**src/rtl/prelab5_pkg.sv**
```systemverilog
// Shared definitions for the prelab5 pause/count slice: FSM state encodings
// and the enable constants used by the downstream toggle FSM.
package prelab5_pkg;

    typedef enum logic [1:0] {
        ST_IDLE    = 2'd0,
        ST_PRESSED = 2'd1,
        ST_LONG    = 2'd2
    } state_t;

    localparam logic ENABLED  = 1'b1;
    localparam logic DISABLED = 1'b0;

endpackage

```
**src/rtl/prelab5_tick_gen.sv**
```systemverilog
// Free-running divider producing a one-cycle debounce sample tick every
// CLK_DIV clock cycles (tick is high while the count sits at CLK_DIV-1).
module prelab5_tick_gen #(
    parameter int unsigned CLK_DIV = 100000
) (
    input  logic clk,
    input  logic rst_n,
    output logic tick
);

    localparam int unsigned CW = $clog2(CLK_DIV);
    localparam logic [CW-1:0] LAST = CW'(CLK_DIV - 1);

    logic [CW-1:0] r_cnt;

    assign tick = (r_cnt == LAST);

    always_ff @(posedge clk) begin
        if (rst_n) begin
            r_cnt <= '0;
        end else if (tick) begin
            r_cnt <= '0;
        end else begin
            r_cnt <= r_cnt + 1'b1;
        end
    end

endmodule

```
**src/rtl/prelab5_btn_cond.sv**
```systemverilog
// Push-button conditioner: synchronizer, tick-sampled debounce, press FSM and
// single-cycle press/long-press pulses. Long press is built only when
// PRELAB5_LONG_PRESS_EN is defined; otherwise pb_long is tied low.
module prelab5_btn_cond
    import prelab5_pkg::*;
#(
    parameter int unsigned CLK_DIV    = 100000,
    parameter int unsigned DB_DEPTH   = 4,
    parameter int unsigned LONG_TICKS = 100
) (
    input  logic clk,
    input  logic rst_n,
    input  logic pb_in,
    output logic pb_level,
    output logic pb_pulse,
    output logic pb_long
);

    logic                r_sync1;
    logic                r_sync2;
    logic                w_tick;
    logic [DB_DEPTH-1:0] r_shift;
    logic                r_level;
    logic                r_pulse;
    logic                w_rise;
    logic                w_fall;
    state_t              r_state;

    prelab5_tick_gen #(
        .CLK_DIV(CLK_DIV)
    ) u_tick_gen (
        .clk  (clk),
        .rst_n(rst_n),
        .tick (w_tick)
    );

    assign w_rise = (&r_shift) & ~r_level;
    assign w_fall = ~(|r_shift) & r_level;

    always_ff @(posedge clk) begin
        if (rst_n) begin
            r_sync1 <= 1'b0;
            r_sync2 <= 1'b0;
            r_shift <= '0;
            r_level <= 1'b0;
            r_pulse <= 1'b0;
        end else begin
            r_sync1 <= pb_in;
            r_sync2 <= r_sync1;
            if (w_tick) begin
                r_shift <= {r_shift[DB_DEPTH-2:0], r_sync2};
            end
            if (w_rise) begin
                r_level <= 1'b1;
            end else if (w_fall) begin
                r_level <= 1'b0;
            end
            // Pulse lands on the same edge that raises the level.
            r_pulse <= w_rise;
        end
    end

`ifdef PRELAB5_LONG_PRESS_EN
    localparam int unsigned HW = $clog2(LONG_TICKS + 1);
    localparam logic [HW-1:0] HOLD_TGT = HW'(LONG_TICKS);

    logic [HW-1:0] r_hold;
    logic [HW-1:0] w_hold_inc;
    logic          r_long;

    assign w_hold_inc = r_hold + 1'b1;

    always_ff @(posedge clk) begin
        if (rst_n) begin
            r_state <= ST_IDLE;
            r_hold  <= '0;
            r_long  <= 1'b0;
        end else begin
            r_long <= 1'b0;
            unique case (r_state)
                ST_IDLE: begin
                    if (r_level) begin
                        r_state <= ST_PRESSED;
                        r_hold  <= '0;
                    end
                end
                ST_PRESSED: begin
                    if (!r_level) begin
                        r_state <= ST_IDLE;
                    end else if (w_tick && (r_hold != HOLD_TGT)) begin
                        // Counter stops at the target, so it can never wrap.
                        r_hold <= w_hold_inc;
                        if (w_hold_inc == HOLD_TGT) begin
                            r_state <= ST_LONG;
                            r_long  <= 1'b1;
                        end
                    end
                end
                ST_LONG: begin
                    if (!r_level) begin
                        r_state <= ST_IDLE;
                    end
                end
                default: r_state <= ST_IDLE;
            endcase
        end
    end

    assign pb_long = r_long;
`else
    always_ff @(posedge clk) begin
        if (rst_n) begin
            r_state <= ST_IDLE;
        end else begin
            unique case (r_state)
                ST_IDLE: begin
                    if (r_level) begin
                        r_state <= ST_PRESSED;
                    end
                end
                ST_PRESSED: begin
                    if (!r_level) begin
                        r_state <= ST_IDLE;
                    end
                end
                default: r_state <= ST_IDLE;
            endcase
        end
    end

    assign pb_long = 1'b0;
`endif

    assign pb_level = r_level;
    assign pb_pulse = r_pulse;

endmodule

```
**config.mk**
```make
export PLATFORM = sky130hd
export DESIGN_NAME = prelab5_btn_cond
export DESIGN_NICKNAME = d
export VERILOG_FILES = /design/src/rtl/prelab5_pkg.sv /design/src/rtl/prelab5_tick_gen.sv /design/src/rtl/prelab5_btn_cond.sv
export SDC_FILE = /design/constraint.sdc
export NUM_CORES = 1
export LEC_CHECK = 0
export ABC_AREA = 1
export BUFFER_PORTS_ARGS = -buffer_cell sky130_fd_sc_hd__buf_2
export CELL_PAD_IN_SITES_DETAIL_PLACEMENT = 1
export CELL_PAD_IN_SITES_GLOBAL_PLACEMENT = 1
export CORE_MARGIN = 4
export CORE_UTILIZATION = 38
export CTS_CLUSTER_DIAMETER = 50
export DETAILED_ROUTE_END_ITERATION = 8
export PLACE_DENSITY_LB_ADDON = 0.1
export SLEW_MARGIN = 25
export SYNTH_ARGS = -nofsm -noshare
export SYNTH_HDL_FRONTEND = slang
export SYNTH_SLANG_ARGS = --single-unit
```
**constraint.sdc**
```tcl
create_clock -name clk -period 1.5 [get_ports clk]
set_clock_uncertainty 0.15 [all_clocks]
set_input_delay 0.075 -clock clk [delete_from_list [all_inputs] [get_ports clk]]
set_output_delay 0.075 -clock clk [all_outputs]
set_load 0.005 [all_outputs]
```
==> results.cfg <==
[finish]
layout.nets = 209
num_antenna_cells = 0
fillers = 425
fin_area_sq_mm = 0.00155
drive_above_1_share_pct = 24.0
final_cell_mix = 39 x nor2_1, 39 x nand2_1, 24 x inv_1
area_growth_pct = 27.3

[synthesis]
synth_seq_cells = 25
synth_seq_area_share_pct = 41.0
synth_nets = 184
synth.avg_cell_area_sq_um = 6.78
synth_warnings = 0
synth.distinct_cells = 22
synth_cells = 180
synth_area_sq_mm = 0.00122

[timing]
fin_crit_sh_pct = 103
setup_viol = 18
maxSlewViolCount = 0
setup_slack_ns = -0.0470
rsz0062_at_grt = yes
max_freq_mhz = 646
hold_viol = 0
fin_crit_ns = 1.55

[setup_path]
worstSetupPathType = flop to flop
critPathMostFrequentCell = nor2_4
max_stage_delay_ns = 0.39
reg2reg_from = u_tick_gen.r_cnt[1]
end_kind = flop
worstPathArrival_ns = 1.67
rr_endpoint = r_shift[2]
startpoint = u_tick_gen.r_cnt[1]
crit_path_max_fanout = 5
r2r_cells = 8
crit_path_top_delay_cell = dfxtp_2
critPathLaunchType = flop
cp_cell_sequence = ha_4 -> nand2_4 -> nor2_4 -> nand3_4 -> nor2_4 -> buf_6 -> nor2_2 -> nor2_1
path_delay_family = simple AND/OR/NAND/NOR gates
path_buf_inv = 1
reg2reg_slack_ns = -0.05
crit_required_ns = 1.62

[place]
place_hpwl_mm = 2.35
pre_cts_ws_ns = -0.0355
portBuffers = 4
gp_congestion = 0.781
post_dp_cell_area_sq_mm = 0.00140

[hold_path]
hp-class = flop to flop
holdPathStages = 2
timing.hold.worst.start = r_sync1
whs_endpoint = r_sync2

[detailed_routing]
viasPerCell = 4.63
drc = 0
vias = 1149
drtIter0Drc = 19
firstDrtPassIters = 4
ant_nets = 0
drt-total-wl_mm = 3.25
route.detailed.wl_per_inst_um = 13.1

[pwr]
total_leakage_power_uw = 0.000597
p_per_area_mw_per_mm2 = 698
ir_drop_mv = 0.448

[run_status]
outcome = finished, violations left
violations = negative setup slack

[clock_tree]
root_buffer = clkbuf_4
clk_path_buf_depth = 2
clock_latency_ns = 0.33
clkTransAtPathRegs_ns = 0.15
htreeDepth = 1
clock_sinks = 25
cts_tree = done
numCtsBuffers = 3

[floorplanning]
ios = 6
fp.dieW_um = 64.7
dieArea_sq_mm = 0.00418
std_cell_rows = 20
fp.dieH_um = 64.7
coreArea_sq_mm = 0.00305
start_util_pct = 40.0

[global_routing]
met1_usage_pct = 19.9
busiest_layer = met2
grt_pass1_wl_mm = 5.43
grt_max_degree = 16
grt_use_total_pct = 16.6
met3_usage_pct = 4.16
antenna_found_initial = 0
gr-usage-met2_pct = 29.8
grt_pass1_vias = 1220
grt-ovfl-total = 0

[flow_run]
drv_cap = 0
[tightest hold or removal path: stages (launching register included)]
cell and delay [ns]:
dfxtp_1 0.33, inv_1 0.04, nor2_1 0.03
[cell usage after synthesis (all sizes together)]
library cell,number,area [sq um]
nand2,42,160
o22ai,1,6.26
nor4,1,6.26
or2,1,6.26
nand3,13,70.1
nor2,51,201
dfxtp,25,500
buf,2,18.8
xnor2,2,17.5
inv,24,90.1
ha,1,12.5
nand4,4,25.0
conb,1,3.75
xor2,8,70.1
o21ai,3,26.3
nor3,1,5.00
[sequential cells by signal, summed over array words and instances (netlist names)]
register,count
pb_level,1
pb_pulse,1
r_shift,4
r_sync1,1
r_sync2,1
u_tick_gen.r_cnt,17
[through the flow]
step | hold slack [ns] | setup TNS [ns] | total power, uW | utilization (%) | cells
after floorplan | -0.00382 | -0.0151 | 731 | - | 180
after global placement | 0.127 | 0 | 750 | 45.9 | 239
after detailed placement | 0.141 | -0.327 | 753 | 45.9 | 239
after CTS | 0.265 | -0.176 | 1090 | 48.1 | 247
after global routing | 0.295 | -2.33 | 1130 | 50.9 | 248
final | 0.262 | -0.359 | 1080 | 50.9 | 248
[cell type report]
cell class / count / area, sq um / share of cell area (%)
clock buffers: 3 / 22.5 / 1.45
inverters: 24 / 90.1 / 5.80
well taps: 44 / 55.1 / 3.55
multi-input cells: 129 / 691 / 44.5
repair buffers: 22 / 179 / 11.5
clock inverters: 1 / 7.51 / 0.483
flip-flops and latches: 25 / 508 / 32.7
[cells by family after synthesis]
family / synth area share, %
AOI/OAI and AO/OA: 2.67
DFF: 41.0
xor gates and xnor gates: 7.18
adders and majority gates: 1.03
buffers and inverters: 8.92
and+or+nand+nor: 38.9
other: 0.307
[layer usage]
metal | routed length, um | share of wire (%) | up-vias
li1 | - | - | 591
met1 | 1450 | 44 | 543
met2 | 1700 | 52 | 9
met3 | 49 | 1.5 | 6
met4 | 51 | 1.6 | 0
met5 | 0 | 0 | -
[how the worst max path moves through the flow]
stage / slack (ns) / depth (start not counted) / to
final: -0.05 / 8 / r_shift[2]
after global routing: -0.15 / 8 / r_shift[2]
after global placement: 0.02 / 7 / u_tick_gen.r_cnt[2]
after detailed placement: -0.04 / 7 / u_tick_gen.r_cnt[2]
after floorplan: -0.004 / 7 / u_tick_gen.r_cnt[0]
after CTS: -0.02 / 7 / u_tick_gen.r_cnt[2]
[power breakdown]
group | total [uW] | switching [uW] | internal [uW]
logic | 66.7 | 33.2 | 33.5
clock network | 333 | 231 | 102
registers | 685 | 9.77 | 675
[what timing repair did]
| item | in CTS | in global routing |
|---|---|---|
| gates cloned | 0 | 0 |
| buffers inserted | 1 | 1 |
| pin swaps | 1 | 6 |
| hold buffers | 3 | 0 |
| resized for setup | 0 | 25 |
| setup endpoints to repair | 20 | 21 |
| hold endpoints to repair | 6 | 0 |
Power figures use the tool's default switching activity.
